### config.mk
export PLATFORM = sky130hd
export DESIGN_NAME = rename_table
export DESIGN_NICKNAME = d
export VERILOG_FILES = /design/src/rtl/rename_table.sv
export SDC_FILE = /design/constraint.sdc
export NUM_CORES = 1
export LEC_CHECK = 0
export CORE_UTILIZATION = 45
export CTS_BUF_LIST = sky130_fd_sc_hd__clkbuf_16
export CTS_CLUSTER_SIZE = 8
export DETAILED_ROUTE_END_ITERATION = 8
export DONT_BUFFER_PORTS = 1
export GPL_ROUTABILITY_DRIVEN = 0
export MAX_ROUTING_LAYER = met4
export SYNTH_ARGS = -nofsm -noshare
export SYNTH_HDL_FRONTEND = slang
export SYNTH_SLANG_ARGS = --single-unit
### constraint.sdc
create_clock -name clk -period 25.8 [get_ports clk]
set_input_delay 3.87 -clock clk [delete_from_list [all_inputs] [get_ports clk]]
set_output_delay 3.87 -clock clk [all_outputs]
set_load 0.01 [all_outputs]
### src/rtl/rename_table.sv
// Speculative register alias table with physical free list for the rename stage.
// Architectural registers 2..11 are renamed; commit keeps a committed copy used to recover on flush.
module rename_table #(
  parameter int PR_ADDR_W = 5
) (
  input  logic                      clk,
  input  logic                      rst,
  input  logic                      ren_valid,
  output logic                      ren_ready,
  input  logic [1:0]                ren_dst_en,
  input  logic [7:0]                ren_dst_arch,
  output logic [2*PR_ADDR_W-1:0]    ren_dst_phys,
  output logic [2*PR_ADDR_W-1:0]    ren_old_phys,
  output logic [9:0]                rat_done,
  output logic [10*PR_ADDR_W-1:0]   rat_aliases,
  input  logic                      wb_valid,
  input  logic [PR_ADDR_W-1:0]      wb_phys,
  input  logic                      cm_valid,
  input  logic [3:0]                cm_arch,
  input  logic [PR_ADDR_W-1:0]      cm_phys,
  input  logic                      flush,
  output logic [5:0]                free_count
);

  localparam int NUM_PHYS = 1 << PR_ADDR_W;
  localparam int NUM_ARCH = 10;
  localparam logic [NUM_PHYS-1:0] F_RESET = {{(NUM_PHYS-12){1'b1}}, 12'h000};

  typedef logic [PR_ADDR_W-1:0] phys_t;

  phys_t [NUM_ARCH-1:0] a_q, a_n, ca_q, ca_n;
  logic  [NUM_ARCH-1:0] d_q, d_n;
  logic  [NUM_PHYS-1:0] f_q, f_n, cf_q, cf_n;
  logic  [5:0]          fc_q, fc_n;

  logic [3:0]          arch0, arch1;
  logic                e0, e1;
  logic [1:0]          need;
  logic                accept;
  logic                cm_ok;
  phys_t               old_ca;
  phys_t               pick0, pick1;
  phys_t               dst0, dst1, old0, old1;
  logic [NUM_PHYS-1:0] mask1;

  function automatic logic in_range(input logic [3:0] arch);
    return (arch >= 4'd2) && (arch <= 4'd11);
  endfunction

  function automatic logic [3:0] slot(input logic [3:0] arch);
    return arch - 4'd2;
  endfunction

  function automatic phys_t lowest(input logic [NUM_PHYS-1:0] v);
    phys_t r;
    r = '0;
    for (int i = NUM_PHYS - 1; i >= 0; i--)
      if (v[i]) r = phys_t'(i);
    return r;
  endfunction

  function automatic logic [5:0] popcount(input logic [NUM_PHYS-1:0] v);
    logic [5:0] c;
    c = '0;
    for (int i = 0; i < NUM_PHYS; i++)
      c = c + 6'(v[i]);
    return c;
  endfunction

  assign arch0  = ren_dst_arch[3:0];
  assign arch1  = ren_dst_arch[7:4];
  assign e0     = ren_dst_en[0] && in_range(arch0);
  assign e1     = ren_dst_en[1] && in_range(arch1);
  assign need   = {1'b0, e0} + {1'b0, e1};
  assign cm_ok  = cm_valid && in_range(cm_arch);
  assign old_ca = ca_q[slot(cm_arch)];

  assign ren_ready = !flush && !rst && (fc_q >= {4'b0000, need});
  assign accept    = ren_valid && ren_ready;

  // dest1 skips dest0's pick only when dest0 is actually allocating
  always_comb begin
    mask1 = f_q;
    pick0 = lowest(f_q);
    if (e0) mask1[pick0] = 1'b0;
    pick1 = lowest(mask1);
  end

  // Same-arch pair: dest1 replaces dest0's brand-new alias, not the table entry
  always_comb begin
    dst0 = e0 ? pick0 : phys_t'(0);
    dst1 = e1 ? pick1 : phys_t'(0);
    old0 = e0 ? a_q[slot(arch0)] : phys_t'(0);
    old1 = phys_t'(0);
    if (e1) old1 = (e0 && (arch0 == arch1)) ? pick0 : a_q[slot(arch1)];
  end

  assign ren_dst_phys = {dst1, dst0};
  assign ren_old_phys = {old1, old0};

  always_comb begin
    a_n  = a_q;
    d_n  = d_q;
    f_n  = f_q;
    ca_n = ca_q;
    cf_n = cf_q;
    if (cm_ok) begin
      ca_n[slot(cm_arch)] = cm_phys;
      if (old_ca > phys_t'(1)) begin
        f_n[old_ca]  = 1'b1;
        cf_n[old_ca] = 1'b1;
      end
      cf_n[cm_phys] = 1'b0;
    end
    // Flush rebuilds speculative state from the committed copy after this cycle's commit
    if (flush) begin
      a_n = ca_n;
      f_n = cf_n;
      d_n = '1;
    end else begin
      if (wb_valid && (wb_phys > phys_t'(1))) begin
        for (int i = 0; i < NUM_ARCH; i++)
          if (a_q[i] == wb_phys) d_n[i] = 1'b1;
      end
      if (accept) begin
        if (e0) begin
          f_n[pick0]       = 1'b0;
          a_n[slot(arch0)] = pick0;
          d_n[slot(arch0)] = 1'b0;
        end
        if (e1) begin
          f_n[pick1]       = 1'b0;
          a_n[slot(arch1)] = pick1;
          d_n[slot(arch1)] = 1'b0;
        end
      end
    end
    fc_n = popcount(f_n);
  end

  always_ff @(posedge clk) begin
    if (rst) begin
      for (int i = 0; i < NUM_ARCH; i++) begin
        a_q[i]  <= phys_t'(i + 2);
        ca_q[i] <= phys_t'(i + 2);
      end
      d_q  <= '1;
      f_q  <= F_RESET;
      cf_q <= F_RESET;
      fc_q <= 6'(NUM_PHYS - 12);
    end else begin
      a_q  <= a_n;
      d_q  <= d_n;
      f_q  <= f_n;
      ca_q <= ca_n;
      cf_q <= cf_n;
      fc_q <= fc_n;
    end
  end

  assign rat_aliases = a_q;
  assign rat_done    = d_q;
  assign free_count  = fc_q;

endmodule

## Yosys cells after proc, flatten, opt, wreduce, memory -nomap -nowiden

Cells that the tools add are included.

- Flip-flop bits (word level): 180
- Input port bits: 30
- Output and inout bits: 87
- Logic and storage cells: 260

- Add/subtract/negate cells: 35
- Magnitude comparators: 23
- Equal/unequal tests: 11
- Mux-type cells: 132
- Bitwise gates (word level): 13
- Reduce and logical (&&, ||, !) cells: 22

Operators with widths:

| operator | count |
|---|---|
| $mux W32 | 12 |
| $mux W5 | 75 |
| $mux W50 | 7 |
| $add A6 B1 Y6 | 26 |
| $bwmux W50 | 3 |
| $and A32 B32 Y32 | 4 |
| $not A32 Y32 | 3 |
| $mux W10 | 7 |
| $or A32 B32 Y32 | 2 |
| $bmux W5 S4 | 3 |
| $demux W5 S4 | 3 |
| $eq A5 B5 Y1 | 10 |
| $lt A5 B6 Y1 const B | 4 |
| $and A10 B10 Y10 | 2 |
| $demux W1 S5 | 4 |
| $ge A5 B1 Y1 const B | 4 |
| $not A10 Y10 | 2 |
| $logic_and A1 B1 Y1 | 18 |
| $mux W1 | 16 |
| $lt A4 B5 Y1 const B | 3 |
| $ge A4 B1 Y1 const B | 3 |
| $ge A4 B2 Y1 const B | 3 |
| $le A4 B4 Y1 const B | 3 |
| $sub A4 B2 Y4 const B | 3 |
| 12 further kinds | 16 |

## Depth between registers and ports, before layout

- Word-level depth: 111
- Gate-level depth with buffers: 32
- Mapped depth without buffers: 31

## Least setup slack after synthesis

OpenSTA, ideal clock, no wires.

- Kind: in2reg
- Start: input cm_arch[1]
- End: register fc_q[4], in the netlist free_count[4]
- Library setup time: 129 ps
- Data arrival time: 10902 ps
- Setup slack: 14769 ps
- Stages on the path: 32
- Path buffers: 4
- Cell sequence: clkbuf_1 -> clkbuf_1 -> inv_1 -> ha_1 -> xnor2_1 -> buf_1 -> nand2_1 -> o31ai_1 -> a22oi_1 -> or3_1 -> clkbuf_1 -> nor2_1 -> nor2_1 -> or3_1 -> a21oi_1 -> or3_1 -> fa_1 -> inv_1 -> fa_1 -> fa_1 -> fa_1 -> fa_1 -> fa_1 -> inv_1 -> ha_1 -> inv_1 -> fa_1 -> inv_1 -> a21o_1 -> a21oi_1 -> xor2_1 -> nand2_1

- Elaborated cells on any way between the ends: 60

RTL lines:

| what | line | RTL |
|---|---|---|
| start, declared | 19 | `input logic [3:0] cm_arch,` |
| $sub A4 B2 Y4 | 51 | `return arch - 4'd2;` |
| $bmux W5 S4 | 76 | `assign old_ca = ca_q[slot(cm_arch)];` |
| $mux W5 (implied by the code) | 76 |  |
| $lt A5 B6 Y1 (implied by the code) / $ge A5 B1 Y1 (equally long branches) | 110, 111 |  |
| $logic_and A1 B1 Y1 (implied by the code) | 110, 111 |  |
| $mux W1 (implied by the code) | 110, 111 |  |
| $demux W1 S5 | 110, 111 |  |
| $or A32 B32 Y32 (no line) | n/a |  |
| [... 4 more ...] | n/a |  |
| $mux W32 | 125 | `if (accept) begin` |
| $mux W32 | 116 | `if (flush) begin` |
| $and A32 B32 Y32 (no line) | n/a |  |
| $mux W32 | 131 | `if (e1) begin` |
| $mux W32 | 125 |  |
| $mux W32 (*) | 116 |  |
| net f_n[23] | 33 | `logic [NUM_PHYS-1:0] f_q, f_n, cf_q, cf_n;` |
| $add A6 B1 Y6 (*) (9 in a row) | 66 | `c = c + 6'(v[i]);` |
| end signal, assigned | 150 | `fc_q <= 6'(NUM_PHYS - 12);` |
| end signal, assigned | 157 | `fc_q <= fc_n;` |
| end, declared | 34 | `logic [5:0] fc_q, fc_n;` |

Mark *: on every way through the listed nets, which the timed path passes. The rest lies on a longest branch. The select of a mux whose other input is x is not followed.
A chain may end at the register's enable or synchronous reset.

## Worst setup path in the final report

- Start: input ren_dst_arch[2]
- End: register fc_q[4], in the netlist free_count[4]

- Elaborated cells on any way between the ends: 85

RTL lines:

| what | line | RTL |
|---|---|---|
| start, declared | 11 | `input logic [7:0] ren_dst_arch,` |
| $ge A4 B2 Y1 / $le A4 B4 Y1 (equally long branches) | 47 | `return (arch >= 4'd2) && (arch <= 4'd11);` |
| $logic_and A1 B1 Y1 (*) | 47 |  |
| $logic_and A1 B1 Y1 (*) | 72 | `assign e0 = ren_dst_en[0] && in_range(arch0);` |
| $add A1 B1 Y2 (*) | 74 | `assign need = {1'b0, e0} + {1'b0, e1};` |
| $ge A6 B2 Y1 (*) | 78 | `assign ren_ready = !flush && !rst && (fc_q >= {4'b0000, need});` |
| $logic_and A1 B1 Y1 (*) | 78 |  |
| net ren_ready | 9 | `output logic ren_ready,` |
| $logic_and A1 B1 Y1 (*) | 79 | `assign accept = ren_valid && ren_ready;` |
| $mux W32 (*) | 125 |  |
| $mux W32 (*) | 116 |  |
| net f_n[23] | 33 |  |
| $add A6 B1 Y6 (*) (9 in a row) | 66 |  |

Marks and branches as above.

==> impl_metrics.toml <==
[outcome]
status = "finished, final reports clean"

[route]
antenna_left = 0
drc_errors = 0
drt_iter0_markers = 1877
dr.pass1.iters = 8
routed_wl_um = 54400
vias_per_cell = 6.80
via_count = 13700
post_drt_wl_per_cell_um = 27.0

[power]
ir_drop_mv = 0.0771
switching_power_uw = 355
p_leak_nw = 5.36
combPwrFrac = 0.346
netSwitchingFraction = 0.396
power.density_nw_per_um2 = 62.4
p_int_uw = 542
power.share.clock = 0.310
seqPwrFrac = 0.344

[global_routing]
grtUsageTotal = 0.363
antenna_found_initial = 0
grt_pass1_vias = 13100
grt-ovfl-total = 0
grt_pass1_wl_um = 81500
grt_max_degree = 90

[critical_path]
crit_type = "in2reg"
worstPathArrival_ns = 11.90
worst-path-max-fanout = 40
crit_path_max_incr_delay_ns = 0.52
cp.required_ns = 26.11
critPathCaptureType = "flop"
worstSetupStartpointType = "primary input"
path_common_cell = "fa_1"
cp_slowest_cell = "fa_1"

[clock_tree]
numCtsBuffers = 17
cts_setup_buffers = 0
clkLatencyLatePin_ns = 0.45
clock_sinks = 180
cts.path.max_buffers = 2
path_clk_slew_ns = 0.08
post_cts_resize_count = 0
cts_tree = "done"
ctsHoldBuffers = 0
root_buffer = "clkbuf_16"
htreeDepth = 4

[cells_and_area]
final_cell_mix = "nand2_1, nor2_1, dfxtp_1, a21oi_1, o21ai_0"
multi_input_area_um2 = 9300
drive_gt1_frac = 0.105
seq_area_um2 = 3600
fillers = 2921
finalNetCount = 1683
syn_to_final_growth_pct = 6.17

[hold_path]
hold_class = "reg2reg"

[sta]
finClkSkew_ns = 0.00974
rsz0062_at_grt = "false"
timing.final.crit_share = 0.449
postLayoutSetupSlackWorst_ns = 14.21
holdWs_ns = 0.483
drv_slew = 0
timing.setup.tns_ns = 0
finalSetupViolCount = 0
fmax_ghz = 0.0863
worst_pin_slew_ns = 1.09
slew_headroom = 0.251
min_period_ns = 11.59
final-hold-violation-count = 0

[floorplanning]
core.rowCount = 63
start_util = 0.457
core_area_um2 = 29600
die_y_um = 175
die_w_um = 175
die-area_um2 = 30800
ios = 117

[synth]
yosys_most_used_dff = "dfxtp_1"
synthesis.area_um2 = 13500
syn_inst = 1688
yosys_register_bits = 180
yosysTopAreaCellShare = 0.266
async_flop_share = 0
ys_seq_area_frac = 0.266
synthesis.nets = 1758
synth.area.top_cells = "dfxtp_1, nor2_1, nand2_1"
synth_top_area_cell = "dfxtp_1"
synth_area_per_cell_um2 = 8.02
synth_edf_count = 0
yosys_warnings = 0
synthDistinctLibCells = 93

[placed_design]
post-place-ws_ns = 13.87
numPortBuffers = 0
dp_hpwl_um = 39800

[run]
drv_cap = 0
[layout make-up]
cell class,instances,area share
Inverter,56,0.0146
Antenna cell,1,0.000174
Clock buffer,17,0.0296
Multi-Input combinational cell,1338,0.647
Clock inverter,15,0.0132
Timing Repair Buffer,20,0.0105
Sequential cell,180,0.251
Tap cell,390,0.0340
[synth_stat cells, drive strengths merged, types with 9 or more instances]
cell	number
a21oi	99
mux4	29
a22oi	48
or3	16
a211oi	13
nand3	42
buf	23
or2	27
nor2b	15
a41oi	15
a31oi	16
nand2	183
nand2b	16
o22ai	26
ha	16
nor4	15
xor2	36
fa	24
or4	11
nor3	41
a221oi	9
o211ai	53
mux2i	54
inv	54
xnor2	26
a211o	13
o31ai	19
nor3b	9
and2	52
nor2	183
o21ai	88
mux2	32
clkbuf	91
dfxtp	180
[power by group through the flow]
stage,Clock [mW],Sequential [mW],Combinational [mW]
5_1_grt,0.290,0.309,0.339
3_3_place_gp,0,0.315,0.300
2_1_floorplan,0,0.306,0.225
3_5_place_dp,0,0.315,0.300
6_report,0.278,0.309,0.310
4_1_cts,0.279,0.308,0.303
[critical path, delay by kind of cell]
kind,cells,cell delay (ns)
compound gates,5,1.07
xor+xnor,1,0.16
fa+ha+maj,11,4.14
buf+inv,9,1.62
simple gates,6,0.98
[state kept, by name, summed over array words and instances, names as in the netlist]
signal	count
rat_done	10
free_count	6
ca_q	50
f_q	32
rat_aliases	50
cf_q	32
[through the flow]
| step | instances | util | cell area (µm²) | total power, mW |
|---|---|---|---|---|
| after floorplan | 1688 | - | 13500 | 0.531 |
| after global placement | 1984 | 0.464 | 13700 | 0.614 |
| after detailed placement | 1984 | 0.464 | 13700 | 0.615 |
| after CTS | 2016 | 0.485 | 14400 | 0.890 |
| after global routing | 2016 | 0.485 | 14400 | 0.938 |
| final | 2017 | 0.485 | 14400 | 0.897 |
[cell families (layout without fill, tap and decap cells)]
family / count (synthesis) / in the layout / share of synthesized area
compound gates: 482 / 482 / 0.245
xor+xnor: 62 / 62 / 0.0401
fa+ha+maj: 43 / 43 / 0.0526
buf+inv: 170 / 108 / 0.0486
flops: 180 / 180 / 0.266
mux: 115 / 115 / 0.115
other cells: 0 / 1 / 0
simple gates: 636 / 636 / 0.232
[worst paths after layout]
path	slack, ns	start	endpoint	cells past startpoint
hold reg to reg	0.48	cf_q[16]	cf_q[16]	2
setup reg to reg	16.68	f_q[15]	free_count[4]	27
hold / removal	0.48	cf_q[16]	cf_q[16]	2
setup / recovery	14.21	ren_dst_arch[2]	free_count[4]	32
[routing by layer]
| metal | wire length [µm] | global-route usage | vias to the layer above | part of all wire |
|---|---|---|---|---|
| li1 | - | - | 6050 | - |
| met1 | 20100 | 0.412 | 6581 | 0.37 |
| met2 | 25800 | 0.584 | 867 | 0.47 |
| met3 | 4730 | 0.0721 | 215 | 0.087 |
| met4 | 3780 | 0.232 | 0 | 0.069 |
| met5 | 0 | - | - | 0 |
Power figures use the tool's default switching activity.
